**src/rtl/marquee_pkg.sv**
```systemverilog
// Shared definitions for the LED marquee engine.
// Holds the pattern mode encodings and the frame-to-lit-vector helper.
// frame_mask returns an active-high vector; callers truncate to their LED count.
package marquee_pkg;

   localparam logic [1:0] MODE_SHL    = 2'd0;
   localparam logic [1:0] MODE_SHR    = 2'd1;
   localparam logic [1:0] MODE_BOUNCE = 2'd2;
   localparam logic [1:0] MODE_CONV   = 2'd3;

   // Widest LED bank the helper can describe.
   localparam int MAX_LED = 64;

   // Lit set for frame index pos of an n-LED bank (bit i high = LED i lit).
   function automatic logic [MAX_LED-1:0] frame_mask(input logic [1:0] mode,
                                                     input int pos,
                                                     input int n);
      logic [MAX_LED-1:0] one;
      logic [MAX_LED-1:0] m;
      one = MAX_LED'(1);
      m   = '0;
      case (mode)
         MODE_SHR:  m = one << (n - 1 - pos);
         MODE_CONV: m = (one << pos) | (one << (n - 1 - pos));
         default:   m = one << pos;
      endcase
      return m;
   endfunction

endpackage

```
**src/rtl/marquee_tick_div.sv**
```systemverilog
// Clock-enable prescaler: strobe is high for one cycle every DIV enabled cycles.
// Ports: clk, reset (async, active-high), en (count enable) -> strobe (combinational from count).
// Latency: strobe asserts in the DIV-th enabled cycle after reset; en=0 freezes the count.
module marquee_tick_div #(
   parameter int DIV = 12_500_000
) (
   input  logic clk,
   input  logic reset,
   input  logic en,
   output logic strobe
);

   // At least one bit so that DIV=1 still has a (constant-zero) counter.
   localparam int CW = (DIV > 1) ? $clog2(DIV) : 1;

   logic [CW-1:0] cnt_q;
   logic [CW-1:0] cnt_d;

   assign strobe = en && (cnt_q == CW'(DIV - 1));

   always_comb begin
      cnt_d = cnt_q;
      if (strobe) begin
         cnt_d = '0;
      end else if (en) begin
         cnt_d = cnt_q + CW'(1);
      end
   end

   always_ff @(posedge clk or posedge reset) begin
      if (reset) begin
         cnt_q <= '0;
      end else begin
         cnt_q <= cnt_d;
      end
   end

endmodule

```
**src/rtl/marquee_gen.sv**
```systemverilog
// LED marquee engine: rotate left/right, bounce or converge/diverge, one frame per prescaler strobe.
// Ports: clk, reset (async, active-high), en, mode[1:0] in; led[N_LED-1:0], step, wrap out (all registered).
// Latency: led changes on the strobe edge itself; step/wrap pulse for the cycle that follows. en=0 freezes all.
module marquee_gen #(
   parameter int N_LED      = 12,
   parameter int DIV        = 12_500_000,
   parameter int ACTIVE_LOW = 1
) (
   input  logic             clk,
   input  logic             reset,
   input  logic             en,
   input  logic [1:0]       mode,
   output logic [N_LED-1:0] led,
   output logic             step,
   output logic             wrap
);

   import marquee_pkg::*;

   localparam int PW = $clog2(N_LED);
   localparam int H  = (N_LED - 1) / 2;

   // Reset frame: LED 0 lit, expressed in pin polarity.
   localparam logic [N_LED-1:0] LED_ONE = N_LED'(1);
   localparam logic [N_LED-1:0] LED_RST = (ACTIVE_LOW != 0) ? ~LED_ONE : LED_ONE;

   logic             strobe;

   logic [1:0]       mode_q, mode_d;
   logic [PW-1:0]    pos_q, pos_d;
   logic             dir_q, dir_d;
   logic [N_LED-1:0] led_q, led_d;
   logic             step_q, step_d;
   logic             wrap_q, wrap_d;

   int               p_cur;
   int               p_nxt;
   int               lim;
   logic             dir_nxt;
   logic             restart;
   logic [1:0]       sel_mode;
   int               sel_pos;
   logic [N_LED-1:0] lit;

   marquee_tick_div #(
      .DIV (DIV)
   ) u_tick_div (
      .clk    (clk),
      .reset  (reset),
      .en     (en),
      .strobe (strobe)
   );

   // Next frame index for the current mode, assuming no mode change.
   always_comb begin
      p_cur   = int'(pos_q);
      lim     = (mode_q == MODE_CONV) ? H : (N_LED - 1);
      p_nxt   = 0;
      dir_nxt = dir_q;
      if (mode_q == MODE_SHL || mode_q == MODE_SHR) begin
         p_nxt = (p_cur == N_LED - 1) ? 0 : p_cur + 1;
      end else if (lim == 0) begin
         // Converge with a 2-LED bank: the single frame repeats forever.
         p_nxt   = 0;
         dir_nxt = 1'b0;
      end else if (!dir_q) begin
         p_nxt   = p_cur + 1;
         dir_nxt = (p_nxt == lim);
      end else begin
         p_nxt   = p_cur - 1;
         dir_nxt = (p_nxt != 0);
      end
   end

   // A pending mode change overrides the normal advance, including a wrap on the same edge.
   always_comb begin
      restart  = (mode != mode_q);
      sel_mode = restart ? mode : mode_q;
      sel_pos  = restart ? 0 : p_nxt;
      lit      = N_LED'(frame_mask(sel_mode, sel_pos, N_LED));

      mode_d = mode_q;
      pos_d  = pos_q;
      dir_d  = dir_q;
      led_d  = led_q;
      step_d = 1'b0;
      wrap_d = 1'b0;
      if (strobe) begin
         mode_d = sel_mode;
         pos_d  = PW'(sel_pos);
         dir_d  = restart ? 1'b0 : dir_nxt;
         led_d  = (ACTIVE_LOW != 0) ? ~lit : lit;
         step_d = 1'b1;
         wrap_d = (sel_pos == 0);
      end
   end

   always_ff @(posedge clk or posedge reset) begin
      if (reset) begin
         mode_q <= MODE_SHL;
         pos_q  <= '0;
         dir_q  <= 1'b0;
         led_q  <= LED_RST;
         step_q <= 1'b0;
         wrap_q <= 1'b0;
      end else begin
         mode_q <= mode_d;
         pos_q  <= pos_d;
         dir_q  <= dir_d;
         led_q  <= led_d;
         step_q <= step_d;
         wrap_q <= wrap_d;
      end
   end

   assign led  = led_q;
   assign step = step_q;
   assign wrap = wrap_q;

endmodule

```
**config.mk**
```make
export PLATFORM = sky130hd
export DESIGN_NAME = marquee_gen
export DESIGN_NICKNAME = d
export VERILOG_FILES = /design/src/rtl/marquee_pkg.sv /design/src/rtl/marquee_tick_div.sv /design/src/rtl/marquee_gen.sv
export SDC_FILE = /design/constraint.sdc
export NUM_CORES = 1
export LEC_CHECK = 0
export CORE_MARGIN = 2
export CORE_UTILIZATION = 40
export DETAILED_ROUTE_END_ITERATION = 10
export PLACE_DENSITY = 0.59
export SKIP_LAST_GASP = 1
export SLEW_MARGIN = 30
export SYNTH_ARGS = -nofsm -noshare
export SYNTH_HDL_FRONTEND = slang
export SYNTH_SLANG_ARGS = --single-unit
```
**constraint.sdc**
```tcl
create_clock -name clk -period 3.24 [get_ports clk]
set_input_delay 0.324 -clock clk [delete_from_list [all_inputs] [get_ports clk]]
set_output_delay 0.324 -clock clk [all_outputs]
set_load 0.01 [all_outputs]
```
# Yosys cells after proc, flatten, opt, wreduce, memory -nomap -nowiden
# Cells that the tools add are included.
# Widths: inputs -> output; s select.
op_classes:
  bitwise_logic: 2
  reduce_logical: 8
  shifts: 2
  eq_ne: 9
  addsub: 4
  n_mux: 16
ops:
  columns: ["cell", "n"]
  rows:
  - ["$mux 32", 5]
  - ["$logic_not 32->1", 2]
  - ["$shl 1x32->12 const A", 2]
  - ["$mux 24", 2]
  - ["$reduce_bool 32->1", 1]
  - ["$sub 5x32->32 const A", 1]
  - ["$add 24x1->24 const B", 1]
  - ["$eq 24x24->1 const B", 1]
  - ["$pmux 12 s2", 1]
  - ["$not 12->12", 1]
  - ["$or 12x12->12", 1]
  - ["$mux 1", 6]
  - ["$add 4x1->5 const B", 1]
  - ["$eq 5x4->1", 1]
  - ["$sub 4x1->5 const B", 1]
  - ["$eq 2x1->1 const B", 2]
  - ["$eq 2x2->1 const B", 2]
  - ["$eq 4x4->1 const B", 1]
  - ["$mux 4", 1]
  - ["$logic_not 2->1", 1]
  - ["$mux 2", 1]
  - ["$ne 2x2->1", 1]
  - ["$ne 2x2->1 const B", 1]
  - ["$reduce_and 2->1", 1]
  - ["other kinds (3)", 3]
word_totals:
  regBits: 45
  in_bits: 5
  word_cells: 48

# Longest topological paths before layout
# Gate-level depths: netlist of the first run.
depth:
  depth_word: 11
  ltp_mapped: 18
  depth_no_buf: 16

# Modules after synthesis
# From an unflattened synthesis of the first run, not the netlist that was laid out.
unflattened:
  cells_unflattened: 279
  area_unflattened_um2: 2717.6
by_module_without_submodules:
  columns: ["mod", "n_inst", "area_per_inst_um2", "cells_per_inst"]
  rows:
  - ["marquee_gen", 1, 1502.7, 158]
  - ["marquee_tick_div", 1, 1214.9, 121]

# Least setup slack after synthesis of the first run
# No wires, ideal clock.
synth_path:
  path_kind: "register to register"
  start: "reg pos_q[0]"
  end: "reg led_q[0], in the netlist led[0]"
  setup_slack_ns: -0.324
  setup_time_ns: 0.126
  path_stages_with_launch: 19
  t_arrival_ns: 3.437
  path_buffers: 2
  path_cell_list: "dfrtp_1 > clkbuf_1 > inv_1 > ha_1 > mux2i_1 > nor4_1 > and3b_1 > buf_6 > inv_6 > ha_1 > nor3_2 > inv_1 > ha_1 > and4b_1 > nand3_1 > nor3_1 > o2111ai_2 > o22ai_1 > a21oi_1"
synth_lines:
  columns: ["element", "line", "text"]
  rows:
  - ["start: declaration", "marquee_gen.sv:30", "logic [PW-1:0] pos_q, pos_d;"]
  - ["start signal: assignment", "marquee_gen.sv:108", "pos_q <= pos_d;"]
  - ["end signal: assignment", "marquee_gen.sv:110", "led_q <= led_d;"]
  - ["end: declaration", "marquee_gen.sv:32", "logic [N_LED-1:0] led_q, led_d;"]

==> results of run 1 <==
-- per-layer routing --
metal,GRT usage,wire [um]
met5,0,0
met1,0.262,3290
met2,0.280,2950
met3,0.0294,119
met4,0.0545,63
-- worst paths after layout --
path                       cells past startpoint                    to
hold reg to reg                                1  u_tick_div.cnt_q[22]
hold / removal                                 3                led[0]
max in group asynchronous                      3                 dir_q
min in group clk                               1  u_tick_div.cnt_q[22]
setup / recovery                              14                led[0]
setup reg to reg                              14                led[0]
-- cell families (layout without fill, tap and decap cells) --
group                      after synthesis  after routing  share of synthesized area
and+or+nand+nor                        134            134                      0.275
muxes                                    2              2                    0.00718
DFF                                     45             45                      0.409
buffers and inverters                   23             63                     0.0408
xor gates and xnor gates                27             27                     0.0874
AOI/OAI and AO/OA                       52             52                      0.131
adders and majority gates               11             11                     0.0493
-- through the flow --
step	hold WS, ps	TNS [ps]	cells
6_report	473	0	414
5_1_grt	515	-19.3	414
4_1_cts	481	0	414
3_5_place_dp	486	-2740	406
3_3_place_gp	477	-1440	406
2_1_floorplan	417	0	294
-- Yosys cell counts (all sizes together), types with 2 or more instances --
library cell | count | area share
nand2b | 6 | 0.013
or3b | 2 | 0.0063
dfstp | 11 | 0.10
and4 | 3 | 0.0094
or3 | 3 | 0.0067
nand3 | 17 | 0.030
nor4b | 2 | 0.0063
and4bb | 2 | 0.0090
a21oi | 15 | 0.027
o22ai | 8 | 0.018
ha | 11 | 0.049
mux2i | 2 | 0.0072
nor2 | 32 | 0.044
buf | 6 | 0.016
o2111ai | 2 | 0.011
nor4 | 4 | 0.011
o21ai | 14 | 0.025
and2 | 3 | 0.0067
or2 | 3 | 0.0067
xor2 | 18 | 0.059
nand4 | 12 | 0.029
and4b | 3 | 0.011
xnor2 | 9 | 0.028
dfrtp | 34 | 0.30
a211oi | 3 | 0.0099
nor3 | 14 | 0.035
nand3b | 3 | 0.0081
clkbuf | 6 | 0.0081
inv | 11 | 0.017
and3 | 5 | 0.011
nand2 | 17 | 0.023
-- worst max-delay path: stages (launching register included) --
cell	delay, ps
dfrtp_2	490
and4b_1	240
o211a_1	240
o32ai_4	240
inv_2	90
ha_4	180
nor3_4	200
inv_1	70
ha_1	260
and4b_1	210
nand3_2	90
nor3_4	220
o2111ai_2	220
o22ai_1	180
a21oi_1	50
-- layout make-up --
| type | instances | area (um2) |
|---|---|---|
| clock buffer | 6 | 72.6 |
| fill | 616 | 3290 |
| sequential | 45 | 1140 |
| timing repair buffer | 44 | 385 |
| inverter | 11 | 48.8 |
| tap | 80 | 100 |
| clock inverter | 2 | 38.8 |
| multi-input combinational | 226 | 1670 |
-- cell usage in the layout (no fill, tap or decap), types with 5 or more instances in the layout --
master and instances:
dfrtp_1 31, nand2_1 17, o21ai_1 5, o21ai_0 8, nand4_1 11, buf_4 24
and3_1 5, nand3_1 16, a21oi_1 15, dfstp_2 11, nand2b_1 6, xor2_1 17
o22ai_1 8, inv_1 6, clkdlybuf4s50_1 17, ha_1 8, nor2_1 30, clkbuf_8 5
nor3_1 8, xnor2_1 9
-- power groups by stage --
| stage | Clock (mW) | Sequential (mW) | Combinational (mW) |
|---|---|---|---|
| final | 0.427 | 0.627 | 0.108 |
| after global routing | 0.466 | 0.631 | 0.124 |
| after CTS | 0.445 | 0.626 | 0.107 |
| after detailed placement | 0 | 0.637 | 0.105 |
| after global placement | 0 | 0.635 | 0.103 |
| after floorplan | 0 | 0.629 | 0.0788 |
-- repair_timing --
item / in CTS / in global routing
cloned: 0 / 0
setup buffers: 0 / 1
setup endpoints to repair: 12 / 12
resized for setup: 3 / 28
hold buffers: 0 / 0
pin swaps: 0 / 10
-- sequential cells by signal, summed over array words and instances, names as in the netlist --
| name | cells |
|---|---|
| mode_q | 2 |
| dir_q | 1 |
| step | 1 |
| wrap | 1 |
| pos_q | 4 |
| led | 12 |
| u_tick_div.cnt_q | 24 |
==> run summary, run 1 <==
DR WL/cell: 15.5 um
Nets: 349
Setup crit start: pos_q[0]
R2R Setup Slk: 160 ps
Layout area overhead: 24.1%
cell row count: 30
Gate power share: 0.093
Layout Skew: 6.21 ps
WL final: 6430 um
Int Pwr: 0.869 mW
endpoint class of the critical path: flip-flop
initial DRC count: 95
via count: 2,281
clock buffer count from CTS: 5
clk_lat worst skew: 300 ps
layout cells sized above 1: 0.243
CTS H-tree lvls: 2
Hold Crit Class: in -> async
HPWL Detailed: 4610 um
Req. time, crit path: 3420 ps
final core utilization: 0.512
Initial Util: 0.413
Leak: 1.47 nW
clock share of power: 0.368
measured slew at the worst slew-check pin: 570 ps
Design Area, Final: 3460 um2
Die Span X: 87.5 um
Mapped Cells: 294
worst slack, placed: -251 ps
NetSw: 0.292 mW
Slew headroom: 0.620
Die Ht: 87.5 um
async set or reset register ratio after synthesis: 1.00
Pwr Total: 1.16 mW
CTS clk-pin slew, worst paths: 80 ps
DRT Pass-1 Iters: 4
largest net degree at the start of global routing: 46
Pwr Density: 335 nW/um2
worst r2r src: pos_q[0]
GP Congestion: 0.812
clk root buf: clkbuf_8
post-route ant nets: 0
io pins: 19
GR Overflow Total: 0
synthesis warning total: 0
Synth Flop Type: dfrtp_1
Max Fanout on Critical Path: 7
TritonCTS Sinks: 45
post-route clock period utilization: 0.952
placement-stage cell area: 3210 um2
first-pass GRT wire length: 11,000 um
ANT cells: 0
CTS tree: built
Clock Path Buffers: 2
post-synthesis cell area: 2790 um2
vias in the first global route: 2,258
Final setup violation count: 0
Overall Global Routing Usage: 0.181
DRC: 0
Setup CP Type: reg -> reg
Flop pwr share: 0.540
Max-Cap Viols: 0
die area: 7660 um2
Post-synth EDFFs: 0
minimum clock period: 3080 ps
synthesized area per cell: 9.49 um2
final hold vios: 0
Netlist cell types: 58
Slew Viols, Final: 0
Synth Register Bits: 45
sw frac: 0.251
outcome: complete, no violations
vias per inst: 5.51
core area: 6760 um2
Syn Nets: 310
Port Buf Inserts: 18
initial antenna violation count: 0
Worst Setup Start Kind: flip-flop
Max VDD drop: 0.000225 V
final worst slack: 156 ps
worst endpoint data arrival time: 3260 ps
sequential-to-total area share from yosys stat: 0.409
fmax: 324 MHz
No activity file was read; power rests on OpenSTA's default activity.
==> run 2: changes to the inputs <==
--- a/config.mk
+++ b/config.mk
@@ -8,9 +8,9 @@
 export CORE_MARGIN = 2
 export CORE_UTILIZATION = 40
 export DETAILED_ROUTE_END_ITERATION = 10
+export HOLD_SLACK_MARGIN = 0.03
 export PLACE_DENSITY = 0.59
 export SKIP_LAST_GASP = 1
-export SLEW_MARGIN = 30
 export SYNTH_ARGS = -nofsm -noshare
 export SYNTH_HDL_FRONTEND = slang
 export SYNTH_SLANG_ARGS = --single-unit
==> results of run 2 <==
No change in the layout: final DEF, timing and power equal those of run 1.
==> run 3: changes to the inputs <==
==> constraint.sdc (replaced) <==
create_clock -name clk -period 2.65 [get_ports clk]
set_input_delay 0.265 -clock clk [delete_from_list [all_inputs] [get_ports clk]]
set_output_delay 0.265 -clock clk [all_outputs]
set_load 0.01 [all_outputs]
==> run summary, run 3 (same netlist as run 1, synthesis figures left out) <==
outcome: finished, violations left
violated checks: negative setup slack
Worst Setup Start Kind: flip-flop
Overall Global Routing Usage: 0.189
placement-stage cell area: 3330 um2
final worst slack: -543 ps
Max-Cap Viols: 0
Pwr Density: 363 nW/um2
Biggest register: u_tick_div.cnt_q
placed cell count: 418
first-pass GRT wire length: 11,300 um
minimum clock period: 3190 ps
Die Span X: 87.5 um
fmax: 313 MHz
highest-count cells in the layout ignoring fill and taps: buf_4, dfrtp_1, nor2_1
Max VDD drop: 0.000278 V
post-route ant nets: 0
fillers: 623
layout cells sized above 1: 0.309
via count: 2,416
measured slew at the worst slew-check pin: 746 ps
initial DRC count: 104
Layout Cells excl Fill: 443
clk root buf: clkbuf_8
Slew headroom: 0.499
DRT Pass-1 Iters: 4
RSZ-0062 raised after global routing: true
DR WL/cell: 15.2 um
endpoint class of the critical path: flip-flop
Setup CP Type: reg -> reg
post-route clock period utilization: 1.20
Slew Viols, Final: 0
Nets: 378
Hold Crit Class: in -> async
FF-to-FF End: led[10]
cell row count: 30
R2R Setup Slk: -540 ps
vias in the first global route: 2,387
Req. time, crit path: 2870 ps
max reg flops: 24
vias per inst: 5.45
DRC: 0
die area: 7660 um2
Final setup violation count: 12
multi-input logic area: 1680 um2
worst endpoint data arrival time: 3410 ps
ANT cells: 0
GR Overflow Total: 0
CTS tree: built
Initial Util: 0.413
largest net degree at the start of global routing: 27
clk_lat worst skew: 310 ps
Max Fanout on Critical Path: 7
Clock Path Buffers: 2
final core utilization: 0.543
GP Congestion: 0.796
HPWL Detailed: 4840 um
Port Buf Inserts: 18
Layout area overhead: 31.4%
clock buffer count from CTS: 5
Post-CTS Hold Buffers: 0
initial antenna violation count: 0
Die Ht: 87.5 um
worst slack, placed: -732 ps
io pins: 19
most common cell after layout, fill and taps aside: buf_4
core area: 6760 um2
Design Area, Final: 3670 um2
storage element area: 1140 um2
CTS clk-pin slew, worst paths: 90 ps
Leak: 1.60 nW
worst r2r src: pos_q[1]
TritonCTS Sinks: 45
CTS H-tree lvls: 2
WL final: 6720 um
FF-to-FF path depth: 14
Layout Skew: 4.75 ps
hold slack: 297 ps
final hold vios: 0
-- run 3: power breakdown --
group	internal (mW)	total [mW]	switching, mW	leakage [nW]
registers	0.724	0.765	0.0406	0.562
clock network	0.187	0.434	0.247	0.0445
logic	0.0558	0.132	0.0761	0.996
total	0.967	1.33	0.364	1.60
-- run 3: cell type report --
class | instances | share of cell area
multi-input combinational | 226 | 0.458
tap | 80 | 0.0273
sequential | 45 | 0.311
timing repair buffer | 73 | 0.166
clock buffer | 5 | 0.0188
clock inverter | 3 | 0.00580
inverter | 11 | 0.0133
-- run 3: per-layer routing --
| layer | part of all wire | global-route usage | vias up |
|---|---|---|---|
| met4 | 0.017 | 0.0601 | 0 |
| li1 | - | - | 1193 |
| met2 | 0.47 | 0.294 | 25 |
| met1 | 0.50 | 0.270 | 1188 |
| met3 | 0.017 | 0.0303 | 10 |
| met5 | 0 | 0 | - |
-- run 3: how the worst max path moves through the flow --
stage	startpoint	endpoint	slack, ps	cells after the start
finish	pos_q[1]	led[10]	-540	14
global placement	mode[0]	led[0]	-620	15
global route	pos_q[1]	led[10]	-700	17
CTS	pos_q[0]	led[0]	-470	15
floorplan	pos_q[0]	led[0]	-400	18
detailed placement	mode[0]	led[0]	-730	15
-- run 3: through the flow --
step / setup TNS, ps / total power [mW]
2_1_floorplan: -4130 / 0.866
3_3_place_gp: -7040 / 0.905
3_5_place_dp: -8180 / 0.908
4_1_cts: -5370 / 1.34
5_1_grt: -7980 / 1.40
6_report: -6060 / 1.33
-- run 3: what timing repair did --
| item | 4_1_cts | 5_1_grt |
|---|---|---|
| setup buffers | 15 | 2 |
| resized for setup | 8 | 16 |
| endpoints found under the setup margin | 12 | 12 |
| pin swaps | 12 | 14 |
| cloned | 0 | 0 |
-- run 3: critical path, cell delays in order (launching register included) --
cell	delay (ps)
dfrtp_1	410
buf_6	130
ha_4	150
or3b_1	350
a211o_1	290
and3b_2	250
buf_4	190
o21ai_1	160
ha_1	150
and4b_1	200
nand3_2	90
nor3_4	300
o2111ai_4	210
o22ai_1	160
a21oi_1	60
